===== config.mk =====
export PLATFORM = sky130hd
export DESIGN_NAME = classify_argmax
export DESIGN_NICKNAME = d
export VERILOG_FILES = /design/src/rtl/nn_pkg.sv /design/src/rtl/argmax_cmp.sv /design/src/rtl/classify_argmax.sv
export SDC_FILE = /design/constraint.sdc
export NUM_CORES = 1
export LEC_CHECK = 0
export BUFFER_PORTS_ARGS = -buffer_cell sky130_fd_sc_hd__buf_4
export CELL_PAD_IN_SITES_DETAIL_PLACEMENT = 0
export CELL_PAD_IN_SITES_GLOBAL_PLACEMENT = 1
export CORE_AREA = 5 5 87 89
export DETAILED_ROUTE_END_ITERATION = 8
export DIE_AREA = 0 0 92 94
export GPL_TIMING_DRIVEN = 0
export MAX_ROUTING_LAYER = met4
export PLACE_DENSITY = 0.75
export RECOVER_POWER = 25
export SLEW_MARGIN = 20
export SYNTH_ARGS = -nofsm -noshare
export SYNTH_HDL_FRONTEND = slang
export SYNTH_SLANG_ARGS = --single-unit

===== constraint.sdc =====
create_clock -name clk -period 2.85 [get_ports clk]
set_clock_uncertainty 0.05 [all_clocks]
set_input_delay 0.57 -clock clk [delete_from_list [all_inputs] [get_ports clk]]
set_output_delay 0.57 -clock clk [all_outputs]
set_load 0.01 [all_outputs]

===== src/rtl/nn_pkg.sv =====
// Shared types and default sizes for the classifier argmax block.
package nn_pkg;

    localparam int NUM_CLASSES_DEF = 10;
    localparam int RESULT_W        = 16;

    typedef enum logic [1:0] {
        ST_IDLE = 2'd0,
        ST_SCAN = 2'd1,
        ST_DONE = 2'd2
    } argmax_state_t;

endpackage


===== src/rtl/argmax_cmp.sv =====
// Signed "candidate beats current best" compare with the build-selected tie rule.
// ARGMAX_TIE_LAST_EN: when defined, ties go to the later (higher) index.
module argmax_cmp
    import nn_pkg::*;
#(
    parameter int DATA_W = RESULT_W
) (
    input  logic signed [DATA_W-1:0] cand_i,
    input  logic signed [DATA_W-1:0] best_i,
    output logic                     take_o
);

`ifdef ARGMAX_TIE_LAST_EN
    assign take_o = (cand_i >= best_i);
`else
    assign take_o = (cand_i > best_i);
`endif

endmodule


===== src/rtl/classify_argmax.sv =====
// Scans NUM_CLASSES signed row results one per cycle and reports the index/value of the max.
// Tie rule is selected in argmax_cmp by ARGMAX_TIE_LAST_EN (undefined: lowest tied index wins).
//
// state   | meaning
// --------+--------------------------------------------------------------
// ST_IDLE | waiting for start; result registers hold the last answer
// ST_SCAN | out_sel = idx, one row compared per cycle
// ST_DONE | one-cycle done pulse, result final, back to idle
module classify_argmax
    import nn_pkg::*;
#(
    parameter int NUM_CLASSES = NUM_CLASSES_DEF,
    parameter int DATA_W      = RESULT_W
) (
    input  logic                     clk,
    input  logic                     rst,
    input  logic                     start,
    input  logic                     clear,
    input  logic                     ovf_in,
    output logic [3:0]               out_sel,
    input  logic signed [DATA_W-1:0] out_data,
    output logic                     busy,
    output logic                     done,
    output logic                     class_valid,
    output logic [3:0]               class_idx,
    output logic signed [DATA_W-1:0] class_value,
    output logic                     class_ovf
);

    localparam logic [3:0] LAST_IDX = 4'(NUM_CLASSES - 1);

    argmax_state_t state_q, state_d;

    logic [3:0]               idx_q, idx_d;
    logic signed [DATA_W-1:0] best_val_q, best_val_d;
    logic [3:0]               best_idx_q, best_idx_d;
    logic                     ovf_cap_q, ovf_cap_d;
    logic                     valid_q, valid_d;
    logic [3:0]               res_idx_q, res_idx_d;
    logic signed [DATA_W-1:0] res_val_q, res_val_d;
    logic                     res_ovf_q, res_ovf_d;

    logic                     take;
    logic                     upd;
    logic signed [DATA_W-1:0] nb_val;
    logic [3:0]               nb_idx;

    argmax_cmp #(.DATA_W(DATA_W)) u_cmp (
        .cand_i (out_data),
        .best_i (best_val_q),
        .take_o (take)
    );

    // Row 0 seeds the best unconditionally, so all-negative inputs need no sentinel.
    assign upd    = (idx_q == 4'd0) || take;
    assign nb_val = upd ? out_data : best_val_q;
    assign nb_idx = upd ? idx_q    : best_idx_q;

    always_ff @(posedge clk) begin
        if (rst) begin
            state_q <= ST_IDLE;
        end else begin
            state_q <= state_d;
        end
    end

    always_comb begin
        state_d = state_q;
        if (clear) begin
            state_d = ST_IDLE;
        end else begin
            case (state_q)
                ST_IDLE: if (start) state_d = ST_SCAN;
                ST_SCAN: if (idx_q == LAST_IDX) state_d = ST_DONE;
                ST_DONE: state_d = ST_IDLE;
                default: state_d = ST_IDLE;
            endcase
        end
    end

    always_comb begin
        busy    = (state_q != ST_IDLE);
        done    = (state_q == ST_DONE);
        out_sel = (state_q == ST_SCAN) ? idx_q : 4'd0;
    end

    always_comb begin
        idx_d      = idx_q;
        best_val_d = best_val_q;
        best_idx_d = best_idx_q;
        ovf_cap_d  = ovf_cap_q;
        valid_d    = valid_q;
        res_idx_d  = res_idx_q;
        res_val_d  = res_val_q;
        res_ovf_d  = res_ovf_q;
        if (clear) begin
            idx_d   = 4'd0;
            valid_d = 1'b0;
        end else begin
            case (state_q)
                ST_IDLE: begin
                    if (start) begin
                        idx_d     = 4'd0;
                        ovf_cap_d = ovf_in;
                        valid_d   = 1'b0;
                    end
                end
                ST_SCAN: begin
                    best_val_d = nb_val;
                    best_idx_d = nb_idx;
                    if (idx_q == LAST_IDX) begin
                        res_val_d = nb_val;
                        res_idx_d = nb_idx;
                        res_ovf_d = ovf_cap_q;
                        valid_d   = 1'b1;
                    end else begin
                        idx_d = idx_q + 4'd1;
                    end
                end
                ST_DONE: idx_d = 4'd0;
                default: idx_d = 4'd0;
            endcase
        end
    end

    always_ff @(posedge clk) begin
        if (rst) begin
            idx_q      <= 4'd0;
            best_val_q <= '0;
            best_idx_q <= 4'd0;
            ovf_cap_q  <= 1'b0;
            valid_q    <= 1'b0;
            res_idx_q  <= 4'd0;
            res_val_q  <= '0;
            res_ovf_q  <= 1'b0;
        end else begin
            idx_q      <= idx_d;
            best_val_q <= best_val_d;
            best_idx_q <= best_idx_d;
            ovf_cap_q  <= ovf_cap_d;
            valid_q    <= valid_d;
            res_idx_q  <= res_idx_d;
            res_val_q  <= res_val_d;
            res_ovf_q  <= res_ovf_d;
        end
    end

    assign class_valid = valid_q;
    assign class_idx   = res_idx_q;
    assign class_value = res_val_q;
    assign class_ovf   = res_ovf_q;

endmodule


==> summary.txt, run 1 <==
Run status
  – Status: completed

Clock network
  – Cts hold-fix bufs: 0
  – CTS tree: done
  – Cts bufs inserted: 5
  – CTS max path bufs: 2
  – Clock slew at reported path FFs: 0.09 ns
  – H-Tree Depth: 2
  – Skew-Pair Late Insertion Delay: 0.30 ns
  – CTS Sinks: roughly 50
  – Post_cts resized: 0
  – Root Driver: clkbuf_8
  – Setup bufs post-CTS: 0

Finish
  – Layout Nets: 389
  – Ratio of cells with drive above 1 in the final layout: 0.183
  – Commonest non-fill, non-tap cell in the layout: dfxtp_1
  – Most frequent cells in the layout: 49 x dfxtp_1, 48 x nor2_1, 40 x nand2b_1, 30 x buf_4, 26 x clkbuf_1
  – Layout overhead on the synthesized area: 17.5%
  – Number of antenna diodes: 0
  – Final Cell Area: between 3000 and 4000 sq um

Synthesis
  – Mux cell area share after synthesis: 0.0820
  – Mapped Avg Cell Area: 9.24 sq um
  – Register area share after synthesis: 0.361
  – FF+latch count, synth: 49
  – Syn. warnings: 0
  – Synthesized net count: 334
  – Mapped Area: 2720 sq um
  – Synth Area in Adders: 0.0876
  – Largest family of logic cells by synthesized area: simple AND/OR/NAND/NOR gates
  – XOR/XNOR share of the synthesized area: 0.00645
  – Synth Area in Simple Gates: 0.250
  – Synth unique cells: 45
  – Complex-gate fraction of the synthesized area: 0.155
  – Synth Instances: 294

Timing
  – Max-slew headroom: 0.625
  – Setup TNS: 0 ns
  – Final setup viols: 0
  – Max-slew violations: 0
  – Hold_ws: 0.411 ns
  – Fmax: 401 MHz
  – Period utilization: 0.874
  – Least-Margin Pin Slew: between 0.5 and 0.6 ns
  – Minimum clock period: 2.49 ns
  – Hold Violations, Final: 0
  – RSZ-0062 raised after global routing: no

Route
  – Drt wl/cell: 14.7 microns
  – DR pass1 iterations: 4
  – Vias: 2,164
  – DRC Markers: 0
  – Iter 0 DRT Violations: 107
  – Via density: just over 5
  – Routed Antenna Nets: 0
  – Total wire length: 6340 microns

Floorplan
  – Core footprint: 6680 sq um
  – Row count: 30
  – IO Pins: 49
  – Die W: 92 microns
  – Die ar.: between 8000 and 9000 sq um
  – Initial Util: 0.406
  – Die height: 94 microns

Setup path
  – Max stage delay cell, worst path: o211ai_4
  – CP Launch Type: flop
  – Worst setup path category: flop to flop
  – R2R setup slack: ~0.36 ns
  – CP Max Fanout: 10
  – CP required: 3.04 ns
  – Crit-path cells: inv_1 > ha_1 > nand4_4 > nor2_1 > a311oi_2 > nand3_2 > o211ai_4 > buf_6 > o221a_1
  – Crit-path max cell delay: 0.42 ns
  – Worst path arrival time: 2.69 ns
  – CP endpoint kind: flop

Place
  – Cell Area, Placed: roughly 3200 sq um
  – Post-detail-place hpwl: roughly 4700 microns
  – # port buffers: 48
  – RePlAce Congestion: 0.797

Pwr
  – Power Dens Cells: 391 nW/um^2
  – Max VDD drop: 0.161 mV
  – Pleak: 1.21 nW

Global routing
  – Maximum number of pins on one net before global-route repair: 15
  – Vias in the first global route: between 2,000 and 2,500
  – Initial antenna violation count: 0
  – First-pass GRT wire length: about 11,000 microns
  – Grt ovf: 0
  – GRT Overall Usage: 0.158

Worst hold path
  – Hold WC Path Type: flop to flop

Flow run
  – Max Cap Viol: 0
[layer usage]
layer | routed length, microns | part of all wire | global-route usage
met4 | 46 | 0.0073 | 0.0297
met1 | 3160 | 0.50 | 0.214
met5 | 0 | 0 | -
met3 | 260 | 0.041 | 0.0296
met2 | 2870 | 0.45 | 0.250
[cells in the mapped netlist (all sizes together)]
master | number | area [sq um]
dfxtp | 49 | 981
nor2 | 49 | 186
nand2b | 40 | 250
mux2i | 21 | 223
inv | 20 | 75.1
ha | 19 | 238
o221a | 18 | 203
a21oi | 10 | 50.1
nand2 | 8 | 30.0
clkbuf | 7 | 26.3
buf | 6 | 55.1
and2 | 5 | 31.3
nor2b | 5 | 31.3
o21ai | 5 | 25.0
nand3b | 4 | 30.0
nand4 | 4 | 52.6
nand3 | 3 | 20.0
a311oi | 2 | 23.8
o211ai | 2 | 28.8
xor2 | 2 | 17.5
a2111o | 1 | 11.3
a211oi | 1 | 7.51
a21o | 1 | 7.51
a31o | 1 | 8.76
and2b | 1 | 7.51
nor3 | 1 | 5.00
nor4 | 1 | 21.3
o2111ai | 1 | 8.76
o211a | 1 | 10.0
o21a | 1 | 7.51
o22ai | 1 | 6.26
o31ai | 1 | 7.51
o32ai | 1 | 16.3
or2 | 1 | 6.26
or3 | 1 | 6.26
[cell families (layout without fill, tap and decap cells)]
group                    count (synthesis)  in the layout
buffers and inverters                   33             89
XOR/XNOR                                 2              2
AO/OA/AOI/OAI                           47             47
multiplexers                            21             21
flip-flops                              49             49
adder cells (fa/ha/maj)                 19             19
AND/OR/NAND/NOR                        123            123
[cell type report]
class	instances	area, sq um
clock inverter	2	10.0
tap	80	100
fill	701	3490
multi-input combinational	212	1580
buffer	13	81.3
timing repair buffer	48	293
sequential	49	981
inverter	20	75.1
clock buffer	6	72.6
[report_power, final]
group          total [W]  switching, W  internal, W  leakage [nW]
Combinational   0.000143     0.0000761    0.0000672         0.772
Sequential      0.000698    0.00000653     0.000691         0.395
Clock           0.000405      0.000234     0.000171        0.0450
[flip-flops by register name, indices dropped and copies added, names as in the netlist]
signal	cells
best_val_q	16
class_value	16
best_idx_q	4
class_idx	4
idx_q	4
state_q	2
class_ovf	1
class_valid	1
ovf_cap_q	1
[worst max-delay path, delay by kind of cell, from the launching register on]
kind,cells,cell delay [ns]
AO/OA/AOI/OAI,3,0.94
AND/OR/NAND/NOR,3,0.49
flip-flops,1,0.37
adder cells (fa/ha/maj),1,0.32
buffers and inverters,2,0.26
[path summary, 6_finish.rpt]
kind                                  endpoint  depth (start not counted)                         from
setup reg to reg  class_value[10]$_SDFFE_PP0P_                          9  best_val_q[15]$_SDFFE_PP0P_
setup / recovery  class_value[10]$_SDFFE_PP0P_                          9  best_val_q[15]$_SDFFE_PP0P_
hold / removal          class_ovf$_SDFFE_PP0P_                          2       class_ovf$_SDFFE_PP0P_
hold reg to reg         class_ovf$_SDFFE_PP0P_                          2       class_ovf$_SDFFE_PP0P_
[per-stage QoR]
stage	power, W	setup WS, ns	std cells	utilization
CTS	0.00126	0.324	430	0.488
detailed placement	0.000859	0.0277	422	0.475
global route	0.00132	0.159	430	0.478
global placement	0.000857	0.0365	422	0.475
finish	0.00125	0.358	430	0.478
floorplan	0.000804	0.449	294	-
(Power assumes the default switching activity.)
==> run 2, diff against run 1 <==
Settings changed: CTS_BUF_LIST set to sky130_fd_sc_hd__clkbuf_16.
==> run 2 against run 1 <==
Via count is 0.32% higher; die area did not move; non-clock buffer count unchanged; routed wire length decreased by 0.36%; cell count stayed put; critical path type is now input pin to flop; highest routed layer unchanged.
==> summary.txt, run 2 (synthesized netlist as in run 1, its figures left out) <==
Run status
  – Status: completed

Pwr
  – Pleak: 1.24 nW
  – Max VDD drop: ~0.24 mV
  – Power Dens Cells: 434 nW/um^2

Place
  – RePlAce Congestion: 0.797
  – Post-detail-place hpwl: 4690 microns
  – # port buffers: 48
  – Worst slack, placed: 0.0277 ns

Worst hold path
  – Hold path cells: 2
  – Hold WC Path Type: flop to flop

Finish
  – Ratio of cells with drive above 1 in the final layout: 0.180
  – Number of antenna diodes: 0
  – Most frequent cells in the layout: 49 x dfxtp_1, 48 x nor2_1, 40 x nand2b_1, 29 x buf_4, 26 x clkbuf_1
  – Layout overhead on the synthesized area: 19.4%
  – Layout Nets: just under 400
  – Commonest non-fill, non-tap cell in the layout: dfxtp_1

Global routing
  – GRT Overall Usage: 0.159
  – First-pass GRT wire length: 10,700 microns
  – Initial antenna violation count: 0
  – Grt ovf: 0
  – Maximum number of pins on one net before global-route repair: 15
  – Vias in the first global route: 2,180

Timing
  – Least-Margin Pin Slew: 0.534 ns
  – Period utilization: 0.880
  – RSZ-0062 raised after global routing: no
  – Max-slew violations: 0
  – Fmax: roughly 400 MHz
  – Hold_ws: 0.408 ns
  – Minimum clock period: 2.51 ns
  – Max-slew headroom: 0.644
  – Hold Violations, Final: 0
  – Final setup margin: 0.342 ns
  – Final setup viols: 0
  – Setup TNS: 0 ns

Setup path
  – WP depth: 9
  – Worst path arrival time: 2.68 ns
  – CP Max Fanout: 10
  – Crit-path max cell delay: 0.43 ns
  – Worst setup path category: input pin to flop
  – Top delay family on crit path: compound AO/OA/AOI/OAI gates
  – CP endpoint kind: flop
  – R2R setup slack: 0.36 ns
  – Crit-path cells: buf_4 > ha_1 > nand4_4 > nor2_1 > a311oi_2 > nand3_2 > o211ai_4 > buf_6 > o221a_1
  – Critical path buffer and inverter count: 2
  – CP required: 3.03 ns
  – CP Launch Type: input pin
  – R2R cell count: 9
  – Max stage delay cell, worst path: o211ai_4

Floorplan
  – Core footprint: between 6000 and 7000 sq um
  – IO Pins: 49
  – Die height: 94 microns
  – Die W: slightly above 90 microns
  – Initial Util: 0.406
  – Row count: 30
  – Die ar.: just under 9000 sq um

Clock network
  – CTS max path bufs: 2
  – CTS Sinks: 49
  – Skew-Pair Late Insertion Delay: 0.29 ns
  – Cts bufs inserted: 5
  – Post_cts resized: 0
  – CTS tree: done
  – Clock slew at reported path FFs: 0.06 ns
  – Cts hold-fix bufs: 0
  – Setup bufs post-CTS: 0
  – Root Driver: clkbuf_16
  – H-Tree Depth: 2

Route
  – Vias: 2,171
  – Drt wl/cell: 14.7 microns
  – Iter 0 DRT Violations: about 130
  – Total wire length: 6320 microns
  – DR pass1 iterations: 4
  – DRC Markers: 0
  – Routed Antenna Nets: 0
  – Via density: approximately 5.0

Flow run
  – Max Cap Viol: 0
-- run 2: routing by layer --
layer / track usage / share of wire / up-vias
li1: - / - / 1125
met2: 0.251 / 0.46 / 40
met4: 0.0334 / 0.0087 / 0
met3: 0.0272 / 0.043 / 6
met1: 0.215 / 0.49 / 1000
met5: - / 0 / -
-- run 2: worst paths after layout --
check | startpoint | end
worst min register to register | class_ovf$_SDFFE_PP0P_ | class_ovf$_SDFFE_PP0P_
worst max-delay path | out_data[15] | class_value[10]$_SDFFE_PP0P_
worst max register to register | best_val_q[15]$_SDFFE_PP0P_ | class_value[10]$_SDFFE_PP0P_
worst min-delay path | class_ovf$_SDFFE_PP0P_ | class_ovf$_SDFFE_PP0P_
-- run 2: power by group --
group          switching [W]  internal [W]  leakage [nW]
combinational      0.0000759     0.0000672         0.767
sequential        0.00000661      0.000692         0.395
clock               0.000248      0.000319        0.0748
total               0.000331       0.00108          1.24
-- run 2: per-stage QoR --
stage,total power [W],utilization,std cells,area (sq um)
after global placement,0.000857,0.475,422,3180
after CTS,0.00143,0.496,430,3310
after floorplan,0.000804,-,294,2720
final,0.00141,0.485,430,3240
after detailed placement,0.000859,0.475,422,3180
after global routing,0.00148,0.485,430,3240
-- run 2: area by class of cell --
cell class              instances  area, sq um
flip-flops and latches         49          981
well taps                      80          100
repair buffers                 48          289
clock buffers                   5          125
multi-input cells             212         1580
plain buffers                  13         81.3
clock inverters                 3         13.8
inverters                      20         75.1
fillers                       697         3440
-- run 2: tightest hold or removal path, stage by stage (launching register included) --
cell,delay (ns)
dfxtp_1,0.31
nand2_1,0.05
a21oi_1,0.05
